### src/rtl/csi_link_burst_scheduler.sv
`default_nettype none
// ============================================================================
// Module   : csi_link_burst_scheduler
// Purpose  : Round-robin HS burst sequencer sharing one D-PHY link between
//            CSI packet sources, with inter-burst gap and watchdog.
// Revision : 1.0 - initial release
// ============================================================================
module csi_link_burst_scheduler #(
    parameter int N_REQ      = 4,
    parameter int LEN_W      = 16,
    parameter int GAP_CYCLES = 8,
    parameter int TIMEOUT    = 1024
) (
    input  logic                   hs_tx_word_clk,
    input  logic                   rst_n,
    input  logic [N_REQ-1:0]       req,
    input  logic [N_REQ*LEN_W-1:0] burst_len,
    input  logic                   stop_state,
    input  logic                   tx_ready_hs,
    input  logic                   err_clr,
    output logic [N_REQ-1:0]       grant,
    output logic [LEN_W-1:0]       burst_size,
    output logic                   tx_request_hs,
    output logic                   pop,
    output logic                   done,
    output logic                   busy,
    output logic                   timeout_err
);

    localparam int c_IDX_W = $clog2(N_REQ);
    localparam int c_WD_W  = $clog2(TIMEOUT + 1);
    localparam int c_GAP_W = (GAP_CYCLES > 1) ? $clog2(GAP_CYCLES) : 1;

    localparam logic [c_WD_W-1:0]  c_WD_LAST  = c_WD_W'(TIMEOUT - 1);
    localparam logic [c_GAP_W-1:0] c_GAP_LAST = c_GAP_W'((GAP_CYCLES > 0) ? GAP_CYCLES - 1 : 0);
    localparam logic [c_IDX_W-1:0] c_IDX_LAST = c_IDX_W'(N_REQ - 1);

    localparam logic [2:0] c_IDLE      = 3'd0;
    localparam logic [2:0] c_WAIT_STOP = 3'd1;
    localparam logic [2:0] c_BURST     = 3'd2;
    localparam logic [2:0] c_DRAIN     = 3'd3;
    localparam logic [2:0] c_GAP       = 3'd4;
    localparam logic [2:0] c_ERR       = 3'd5;

    logic [2:0]         r_state;
    logic [N_REQ-1:0]   r_grant;
    logic [c_IDX_W-1:0] r_idx;
    logic [c_IDX_W-1:0] r_rr_ptr;
    logic [LEN_W-1:0]   r_burst_size;
    logic [LEN_W-1:0]   r_wcnt;
    logic [c_WD_W-1:0]  r_wdog;
    logic [c_GAP_W-1:0] r_gap_cnt;
    logic               r_tx_request_hs;
    logic               r_done;
    logic               r_timeout_err;
    logic               r_seen_low;

    logic               w_pop;
    logic               w_found;
    logic [c_IDX_W-1:0] w_sel;
    logic [N_REQ-1:0]   w_elig;
    logic [LEN_W-1:0]   w_len  [N_REQ];
    logic [c_IDX_W-1:0] w_cand [N_REQ];
    logic [LEN_W-1:0]   w_wcnt_nxt;
    logic               w_wd_hit;

    assign w_pop      = r_tx_request_hs & tx_ready_hs;
    assign w_wcnt_nxt = r_wcnt + LEN_W'(1);
    assign w_wd_hit   = (r_wdog == c_WD_LAST);

    for (genvar i = 0; i < N_REQ; i++) begin : g_elig
        assign w_len[i]  = burst_len[i*LEN_W +: LEN_W];
        assign w_elig[i] = req[i] & (|w_len[i]);
    end

    // Candidate k is (rr_ptr + k) mod N_REQ, so the search order rotates.
    for (genvar k = 0; k < N_REQ; k++) begin : g_cand
        logic [c_IDX_W:0] w_sum;
        assign w_sum     = {1'b0, r_rr_ptr} + (c_IDX_W+1)'(k);
        assign w_cand[k] = (w_sum >= (c_IDX_W+1)'(N_REQ))
                         ? c_IDX_W'(w_sum - (c_IDX_W+1)'(N_REQ))
                         : w_sum[c_IDX_W-1:0];
    end

    always_comb begin
        w_found = 1'b0;
        w_sel   = '0;
        for (int k = 0; k < N_REQ; k++) begin
            if (!w_found && w_elig[w_cand[k]]) begin
                w_found = 1'b1;
                w_sel   = w_cand[k];
            end
        end
    end

    always_ff @(posedge hs_tx_word_clk or negedge rst_n) begin
        if (!rst_n) begin
            r_state         <= c_IDLE;
            r_grant         <= '0;
            r_idx           <= '0;
            r_rr_ptr        <= '0;
            r_burst_size    <= '0;
            r_wcnt          <= '0;
            r_wdog          <= '0;
            r_gap_cnt       <= '0;
            r_tx_request_hs <= 1'b0;
            r_done          <= 1'b0;
            r_timeout_err   <= 1'b0;
            r_seen_low      <= 1'b0;
        end else begin
            r_done <= 1'b0;
            case (r_state)
                c_IDLE: begin
                    if (w_found) begin
                        r_grant      <= {{(N_REQ-1){1'b0}}, 1'b1} << w_sel;
                        r_idx        <= w_sel;
                        r_burst_size <= w_len[w_sel];
                        r_wcnt       <= '0;
                        r_wdog       <= '0;
                        r_state      <= c_WAIT_STOP;
                    end
                end
                c_WAIT_STOP: begin
                    if (stop_state) begin
                        r_tx_request_hs <= 1'b1;
                        r_wdog          <= '0;
                        r_state         <= c_BURST;
                    end else if (w_wd_hit) begin
                        r_tx_request_hs <= 1'b0;
                        r_grant         <= '0;
                        r_timeout_err   <= 1'b1;
                        r_wdog          <= '0;
                        r_state         <= c_ERR;
                    end else begin
                        r_wdog <= r_wdog + c_WD_W'(1);
                    end
                end
                c_BURST: begin
                    // A pop takes priority over a coincident watchdog expiry.
                    if (w_pop) begin
                        r_wcnt <= w_wcnt_nxt;
                        r_wdog <= '0;
                        if (w_wcnt_nxt == r_burst_size) begin
                            r_tx_request_hs <= 1'b0;
                            r_seen_low      <= 1'b0;
                            r_state         <= c_DRAIN;
                        end
                    end else if (w_wd_hit) begin
                        r_tx_request_hs <= 1'b0;
                        r_grant         <= '0;
                        r_timeout_err   <= 1'b1;
                        r_wdog          <= '0;
                        r_state         <= c_ERR;
                    end else begin
                        r_wdog <= r_wdog + c_WD_W'(1);
                    end
                end
                c_DRAIN: begin
                    if (r_seen_low && stop_state) begin
                        r_done    <= 1'b1;
                        r_grant   <= '0;
                        r_rr_ptr  <= (r_idx == c_IDX_LAST) ? '0 : r_idx + c_IDX_W'(1);
                        r_wdog    <= '0;
                        r_gap_cnt <= '0;
                        r_state   <= (GAP_CYCLES == 0) ? c_IDLE : c_GAP;
                    end else if (w_wd_hit) begin
                        r_grant       <= '0;
                        r_timeout_err <= 1'b1;
                        r_wdog        <= '0;
                        r_state       <= c_ERR;
                    end else begin
                        r_wdog <= r_wdog + c_WD_W'(1);
                        if (!stop_state) begin
                            r_seen_low <= 1'b1;
                        end
                    end
                end
                c_GAP: begin
                    if (r_gap_cnt == c_GAP_LAST) begin
                        r_state <= c_IDLE;
                    end else begin
                        r_gap_cnt <= r_gap_cnt + c_GAP_W'(1);
                    end
                end
                c_ERR: begin
                    if (err_clr) begin
                        r_timeout_err <= 1'b0;
                        r_state       <= c_IDLE;
                    end
                end
                default: r_state <= c_IDLE;
            endcase
        end
    end

    assign grant         = r_grant;
    assign burst_size    = r_burst_size;
    assign tx_request_hs = r_tx_request_hs;
    assign pop           = w_pop;
    assign done          = r_done;
    assign busy          = (r_state != c_IDLE);
    assign timeout_err   = r_timeout_err;

endmodule
`default_nettype wire
### config.mk
export PLATFORM = sky130hd
export DESIGN_NAME = csi_link_burst_scheduler
export DESIGN_NICKNAME = d
export VERILOG_FILES = /design/src/rtl/csi_link_burst_scheduler.sv
export SDC_FILE = /design/constraint.sdc
export NUM_CORES = 1
export LEC_CHECK = 0
export ABC_AREA = 1
export BUFFER_PORTS_ARGS = -buffer_cell sky130_fd_sc_hd__buf_2
export CAP_MARGIN = 10
export CELL_PAD_IN_SITES_DETAIL_PLACEMENT = 1
export CELL_PAD_IN_SITES_GLOBAL_PLACEMENT = 2
export CORE_MARGIN = 2
export CORE_UTILIZATION = 25
export CTS_CLUSTER_DIAMETER = 120
export CTS_CLUSTER_SIZE = 24
export DETAILED_ROUTE_END_ITERATION = 10
export HOLD_SLACK_MARGIN = 0.08
export MAX_ROUTING_LAYER = met4
export PLACE_DENSITY_LB_ADDON = 0.15
export SLEW_MARGIN = 20
export SYNTH_ARGS = -nofsm -noshare
export SYNTH_HDL_FRONTEND = slang
export SYNTH_SLANG_ARGS = --single-unit
### constraint.sdc
create_clock -name hs_tx_word_clk -period 4.45 [get_ports hs_tx_word_clk]
set_clock_uncertainty 0.15 [all_clocks]
set_input_delay 0.89 -clock hs_tx_word_clk [delete_from_list [all_inputs] [get_ports hs_tx_word_clk]]
set_output_delay 0.89 -clock hs_tx_word_clk [all_outputs]
set_load 0.05 [all_outputs]
==> metrics.csv, run 1 <==
metric,value,unit
placed_area,5420,sq um
timing.critical_path.required,4.47,ns
die_area,20200,sq um
fill_cells,2420,
crit_top_cell,nand2_1,
clock.fmax,276,MHz
sw_frac_of_total,0.558,
place_congestion,0.817,
timing.critical_path.from_type,input pin,
netlist_top_cells_count,"nand2_1 (292), nor2_1 (86), dfrtp_1 (61), inv_1 (54)",
clk-insertion-delay-late,0.34,ns
buffer_type_at_the_clock_tree_root,clkbuf_16,
post_synth_xor_area_fraction,0.0308,
final_hold_viol_count,0,
cts_inserted_buffers,9,
worst_ir_drop_vdd,0.257,mV
worst_hold_path_type,reg -> reg,
post_drt_wl_per_cell,15.2,um
synth.yosys.warnings,0,
cell_internal_pwr,1.91,mW
crit_path_end_kind,register,
core_area,18700,sq um
rsz0062_at_grt,false,
setup-violations-final,0,
switchingPower,2.41,mW
rows,50,
grt_remaining_overflow,0,
fin_area,5710,sq um
post_cts_buffers,0,
via_count_of_the_first_global_routing_pass,5331,
timing.critical_path.fanout_max,34,
synth.ff_latch_count,61,
max_slew_margin,0.366,
dieHeight,142,um
status,"finished, final reports clean",
synthesized_area_per_cell,6.46,sq um
fin_nets,902,
r2r_slack,1.08,ns
finalHoldWorstSlack,0.341,ns
synth_sequential_area_ratio,0.321,
gr-usage-all-layers,0.173,
drc,0,
report.final.slew_viol_count,0,
first_pass_iters,4,
crit_chain,buf_2 -> nor2_1 -> nand2_1 -> nor2_1 -> nand2_1 -> nand3_1 -> nand3_1 -> o21ai_4 -> nand4_4 -> buf_4 -> nand2_2 -> nand2_1 -> nand4_1 -> o21ai_0,
synth_mux_area_frac,0,
drt-initial-drc-count,160,
h-tree-depth,3,
power_leakage,2.90,nW
synth.most_common_cell,nand2_1,
clock-sinks,61,
viasPerCell,4.73,
die-width,142,um
arrival,3.64,ns
area.growth.synth_to_final,20.0,%
post_synth_instance_area,4760,sq um
portBuffers,97,
synth_async_sr_flop_share,1.00,
totalWireLength,16200,um
synth.largest_area_cell,dfrtp_1,
setup-tns-final,0,ns
dpl.hpwl,12600,um
clk_transition_reported_paths,0.06,ns
antennaDiodeCount,0,
syn_nets,815,
max_stage_delay,0.63,ns
worst-slew-pin-transition,0.948,ns
grt_antenna_before_repair,0,
cts_max_path_buffers,2,
critical_path.slowest_cell,nand2_1,
global_route_wire_length_before_repair,27200,um
cts_resized,0,
min_period,3.62,ns
initial_utilization,0.254,
synthSimpleGateAreaFrac,0.480,
pwr_density_cell,757,nW/um^2
pwr-share-seq,0.206,
clock_group_share_of_total_power,0.161,
yosys_most_used_dff,dfrtp_1,
timing_worst_setup_path_type,in -> reg,
drtAntennaViolNets,0,
netlist.area_leader.share,0.321,
synth_compound_gate_area_share,0.0794,
max_cap_viol_count,0,
cts-hold-fix-buffers,0,
pin_count,98,
fin_crit_sh,0.814,
vias,5027,
synth.area.top_cells,"dfrtp_1 (32%), nand2_1 (23%), nor2_1 (6.8%), nand4_1 (6.7%), nand3_1 (5.4%)",
synth_top_family_by_area,simple AND/OR/NAND/NOR gates,
cts_tree,yes,
syn-instance-count,737,
largest_net_degree_at_the_start_of_global_routing,62,
synth.lib_cells_used.distinct,44,
final_layout_size_suffix_gt1_frac,0.175,
synth_adder_area_share,0.0131,
synth_enable_flop_cells,0,
p_comb_frac,0.632,
==> registers in the layout (all words and copies together), names as in the netlist <==
name and flops:
r_seen_low 1, r_idx 2, done 1, r_wcnt 16
burst_size 16, timeout_err 1, r_rr_ptr 2, tx_request_hs 1
r_state 3, r_wdog 11, grant 4, r_gap_cnt 3
==> metrics by stage <==
stage	power, mW	instances	worst slack [ns]	util
final	4.32	1063	0.828	0.305
after global routing	4.78	1063	0.467	0.305
after CTS	4.39	1063	0.783	0.305
after detailed placement	3.67	1047	0.441	0.290
after global placement	3.62	1047	0.557	0.290
after floorplan	3.05	737	1.84	-
==> cell usage in the layout, fill, tap and decap left out, types with 5 or more instances in the layout <==
cell,instances
nor2_1,86
nand4_1,51
buf_2,97
o21ai_1,9
nand3_1,51
dfrtp_1,61
clkbuf_16,9
xor2_1,10
nand3_2,5
inv_1,54
a21oi_1,9
o21ai_0,21
nand2_1,292
nor3_1,11
ha_1,5
==> worst paths after layout <==
kind,end,startpoint,depth (start not counted)
max,r_wcnt[8]$_DFFE_PN0P_,burst_len[46],14
max in group asynchronous,r_wcnt[0]$_DFFE_PN0P_,rst_n,2
min in group asynchronous,r_wcnt[13]$_DFFE_PN0P_,rst_n,2
min reg2reg,r_rr_ptr[0]$_DFFE_PN0P_,r_idx[0]$_DFFE_PN0P_,1
max reg2reg,r_wcnt[8]$_DFFE_PN0P_,r_rr_ptr[0]$_DFFE_PN0P_,10
min,r_rr_ptr[0]$_DFFE_PN0P_,r_idx[0]$_DFFE_PN0P_,1
==> power by group through the flow <==
stage / clock network, mW / logic, mW / registers, mW
6_report: 0.698 / 2.73 / 0.891
3_5_place_dp: 0 / 2.76 / 0.902
5_1_grt: 0.739 / 3.12 / 0.918
4_1_cts: 0.720 / 2.78 / 0.895
2_1_floorplan: 0 / 1.92 / 1.13
3_3_place_gp: 0 / 2.72 / 0.901
==> logic make-up after synthesis <==
| family | Yosys count |
|---|---|
| flops | 61 |
| fa+ha+maj | 5 |
| xor+xnor | 13 |
| compound gates | 58 |
| simple gates | 518 |
| buf+inv | 82 |
==> metal layers <==
layer  GRT usage  up-vias  share of wire
li1            -     2580              -
met5           -        -              0
met3      0.0148       16          0.023
met2       0.269       88           0.44
met1       0.239     2343           0.52
met4      0.0574        0          0.014
==> worst max-delay path, delay by kind of cell <==
family / cells / cell delay (ns)
buffers and inverters: 2 / 0.38
AND/OR/NAND/NOR: 10 / 2.08
AO/OA/AOI/OAI: 2 / 0.28
==> layout make-up <==
| cell class | count | area, sq um | area share |
|---|---|---|---|
| sequential | 61 | 1530 | 0.267 |
| tap | 234 | 293 | 0.0513 |
| inverter | 57 | 214 | 0.0375 |
| clock buffer | 10 | 229 | 0.0401 |
| multi-input combinational | 594 | 2870 | 0.503 |
| clock inverter | 6 | 62.6 | 0.0110 |
| timing repair buffer | 101 | 515 | 0.0903 |
(Power assumes the default switching activity.)
==> inputs of run 2 (changes only) <==
--- a/config.mk
+++ b/config.mk
@@ -5,7 +5,7 @@
 export SDC_FILE = /design/constraint.sdc
 export NUM_CORES = 1
 export LEC_CHECK = 0
-export ABC_AREA = 1
+export ABC_AREA = 0
 export BUFFER_PORTS_ARGS = -buffer_cell sky130_fd_sc_hd__buf_2
 export CAP_MARGIN = 10
 export CELL_PAD_IN_SITES_DETAIL_PLACEMENT = 1
==> constraint.sdc (replaced) <==
create_clock -name hs_tx_word_clk -period 3.6 [get_ports hs_tx_word_clk]
set_clock_uncertainty 0.15 [all_clocks]
set_input_delay 0.72 -clock hs_tx_word_clk [delete_from_list [all_inputs] [get_ports hs_tx_word_clk]]
set_output_delay 0.72 -clock hs_tx_word_clk [all_outputs]
set_load 0.05 [all_outputs]
==> run 2 against run 1 <==
  * Global-route usage shrank 0.36 points
  * Sequential power shrank 17%
  * Synthesized cell count shrank 37%
  * Clock power grew 35%
  * Worst hold slack lost 0.15 ns
  * Sequential cell count is the same
  * Design area shrank 7.9%
  * Routed wire length shrank 12%
  * Critical path type unchanged
  * Critical endpoint is now burst_size[7]$_DFFE_PN0P_
  * Largest power group is now the clock network
==> metrics.csv, run 2 <==
metric,value,unit
status,"finished, final reports clean",
via_count_of_the_first_global_routing_pass,4255,
gr-usage-all-layers,0.170,
synthesized_area_per_cell,8.99,sq um
synth_sequential_area_ratio,0.365,
final_hold_viol_count,0,
drtAntennaViolNets,0,
post_synth_instance_area,4180,sq um
fin_nets,639,
synth_top_family_by_area,simple AND/OR/NAND/NOR gates,
cts_inserted_buffers,9,
clk-insertion-delay-late,0.33,ns
report.final.slew_viol_count,0,
die-width,133,um
synth_mux_area_frac,0.0934,
worst_ir_drop_vdd,0.200,mV
h-tree-depth,3,
dieHeight,133,um
pin_count,98,
global_route_wire_length_before_repair,23000,um
max_cap_viol_count,0,
final_layout_size_suffix_gt1_frac,0.254,
yosys_most_used_dff,dfrtp_1,
grt_antenna_before_repair,0,
synth.most_common_cell,nand2_1,
timing.critical_path.fanout_max,25,
most-common-layout-cells,"buf_2 (97), nand2_1 (69), dfrtp_1 (61)",
initial_utilization,0.254,
timing.final.ws_setup,0.450,ns
synthSimpleGateAreaFrac,0.232,
totalWireLength,14200,um
synth.largest_area_cell,dfrtp_1,
synth.area.top_cells,"dfrtp_1 (37%), mux2i_1 (9.3%), nand2_1 (6.2%), o21ai_0 (5.6%), o221ai_2 (3.2%)",
setup-violations-final,0,
largest_net_degree_at_the_start_of_global_routing,26,
global_route.usage.met2,0.257,
synth_adder_area_share,0.0150,
timing.critical_path.from_type,input pin,
first_pass_iters,4,
clk_transition_reported_paths,0.06,ns
max_slew_margin,0.583,
synth.lib_cells_used.distinct,62,
fin_area,5260,sq um
reg2reg_depth,7,
core_area,16500,sq um
arrival,3.20,ns
fin_crit_sh,0.875,
timing_worst_setup_path_type,in -> reg,
worst_hold_path_type,in -> async,
synth.yosys.warnings,0,
post_drt_wl_per_cell,18.0,um
pwr_density_cell,379,nW/um^2
cts_resized,0,
cts_tree,yes,
synth_async_sr_flop_share,1.00,
terminus_of_the_critical_flop_to_flop_path,r_seen_low$_DFFE_PN0P_,
pre_cts_slack,0.0493,ns
die_area,17800,sq um
drt-initial-drc-count,120,
total_power,1.99,mW
cts-hold-fix-buffers,0,
postLayoutCoreUtil,0.319,
vias,3985,
final_common_cell,buf_2,
rows,47,
synth_enable_flop_cells,0,
post_cts_buffers,0,
cts_max_path_buffers,2,
timing.critical_path.required,3.65,ns
buffer_type_at_the_clock_tree_root,clkbuf_16,
grt_use_met3,0.0285,
min_period,3.15,ns
drc,0,
r2r_slack,0.73,ns
syn_nets,543,
syn-instance-count,465,
synth.ff_latch_count,61,
post_synth_xor_area_fraction,0.0356,
viasPerCell,5.07,
area.growth.synth_to_final,25.9,%
dpl.hpwl,11300,um
power_leakage,2.36,nW
netlist.area_leader.share,0.365,
placed_area,4940,sq um
clock.fmax,317,MHz
grt_util_met1,0.229,
synth_compound_gate_area_share,0.216,
place_congestion,0.910,
netlist_top_cells_count,"nand2_1 (69), dfrtp_1 (61), o21ai_0 (47), mux2i_1 (39), nor2_1 (30)",
grt_remaining_overflow,0,
gr-max-usage-layer,met2,
clock-sinks,61,
setup-tns-final,0,ns
crit_path_end_kind,register,
portBuffers,97,
worst-slew-pin-transition,0.620,ns
antennaDiodeCount,0,
timing.rr.start,r_wcnt[3]$_DFFE_PN0P_,
rsz0062_at_grt,false,
==> run 2: cell type report <==
type                            count  area (sq um)
Tap cell                          220           275
Multi-Input combinational cell    369          2470
Fill cell                        1971         11200
Sequential cell                    61          1530
Inverter                           11          41.3
Clock inverter                      3          68.8
Clock buffer                       13           250
Timing Repair Buffer              109           626
==> run 2: worst max path at each step <==
stage             startpoint                          to  slack, ns  cells after the start
2_1_floorplan   burst_len[8]  burst_size[10]$_DFFE_PN0P_       0.54                      9
3_3_place_gp   burst_len[43]   burst_size[7]$_DFFE_PN0P_       0.09                      9
3_5_place_dp   burst_len[40]   burst_size[7]$_DFFE_PN0P_       0.05                      9
4_1_cts        burst_len[40]   burst_size[7]$_DFFE_PN0P_       0.40                      9
5_1_grt        burst_len[40]   burst_size[7]$_DFFE_PN0P_       0.20                      9
6_report       burst_len[40]   burst_size[7]$_DFFE_PN0P_       0.45                      9
==> run 2: logic make-up after synthesis <==
group / Yosys count
muxes: 39
DFF: 61
xor gates and xnor gates: 17
AOI/OAI and AO/OA: 120
buffers and inverters: 35
and+or+nand+nor: 188
adders and majority gates: 5
==> run 2: worst max-delay path, stage by stage <==
cell      delay, ns
buf_2          0.10
or4_1          0.55
o41ai_2        0.57
nor2_1         0.08
o21ai_0        0.16
o211a_1        0.31
buf_12         0.24
mux2i_1        0.33
o221ai_2       0.14
==> run 2: layer usage <==
metal	wire length, um	up-vias	part of all wire
met5	0	-	0
met4	282	0	0.020
met3	571	15	0.040
met2	6250	103	0.44
met1	7040	1950	0.50
li1	-	1917	-
==> run 2: power breakdown <==
part | internal (mW) | switching (mW)
Combinational | 0.112 | 0.196
Sequential | 0.708 | 0.0315
Clock | 0.627 | 0.317
==> run 2: through the flow <==
step	instances	hold WS, ns
2_1_floorplan	465	0.274
4_1_cts	786	0.193
6_report	786	0.189
3_3_place_gp	770	0.311
5_1_grt	786	0.216
3_5_place_dp	770	0.324
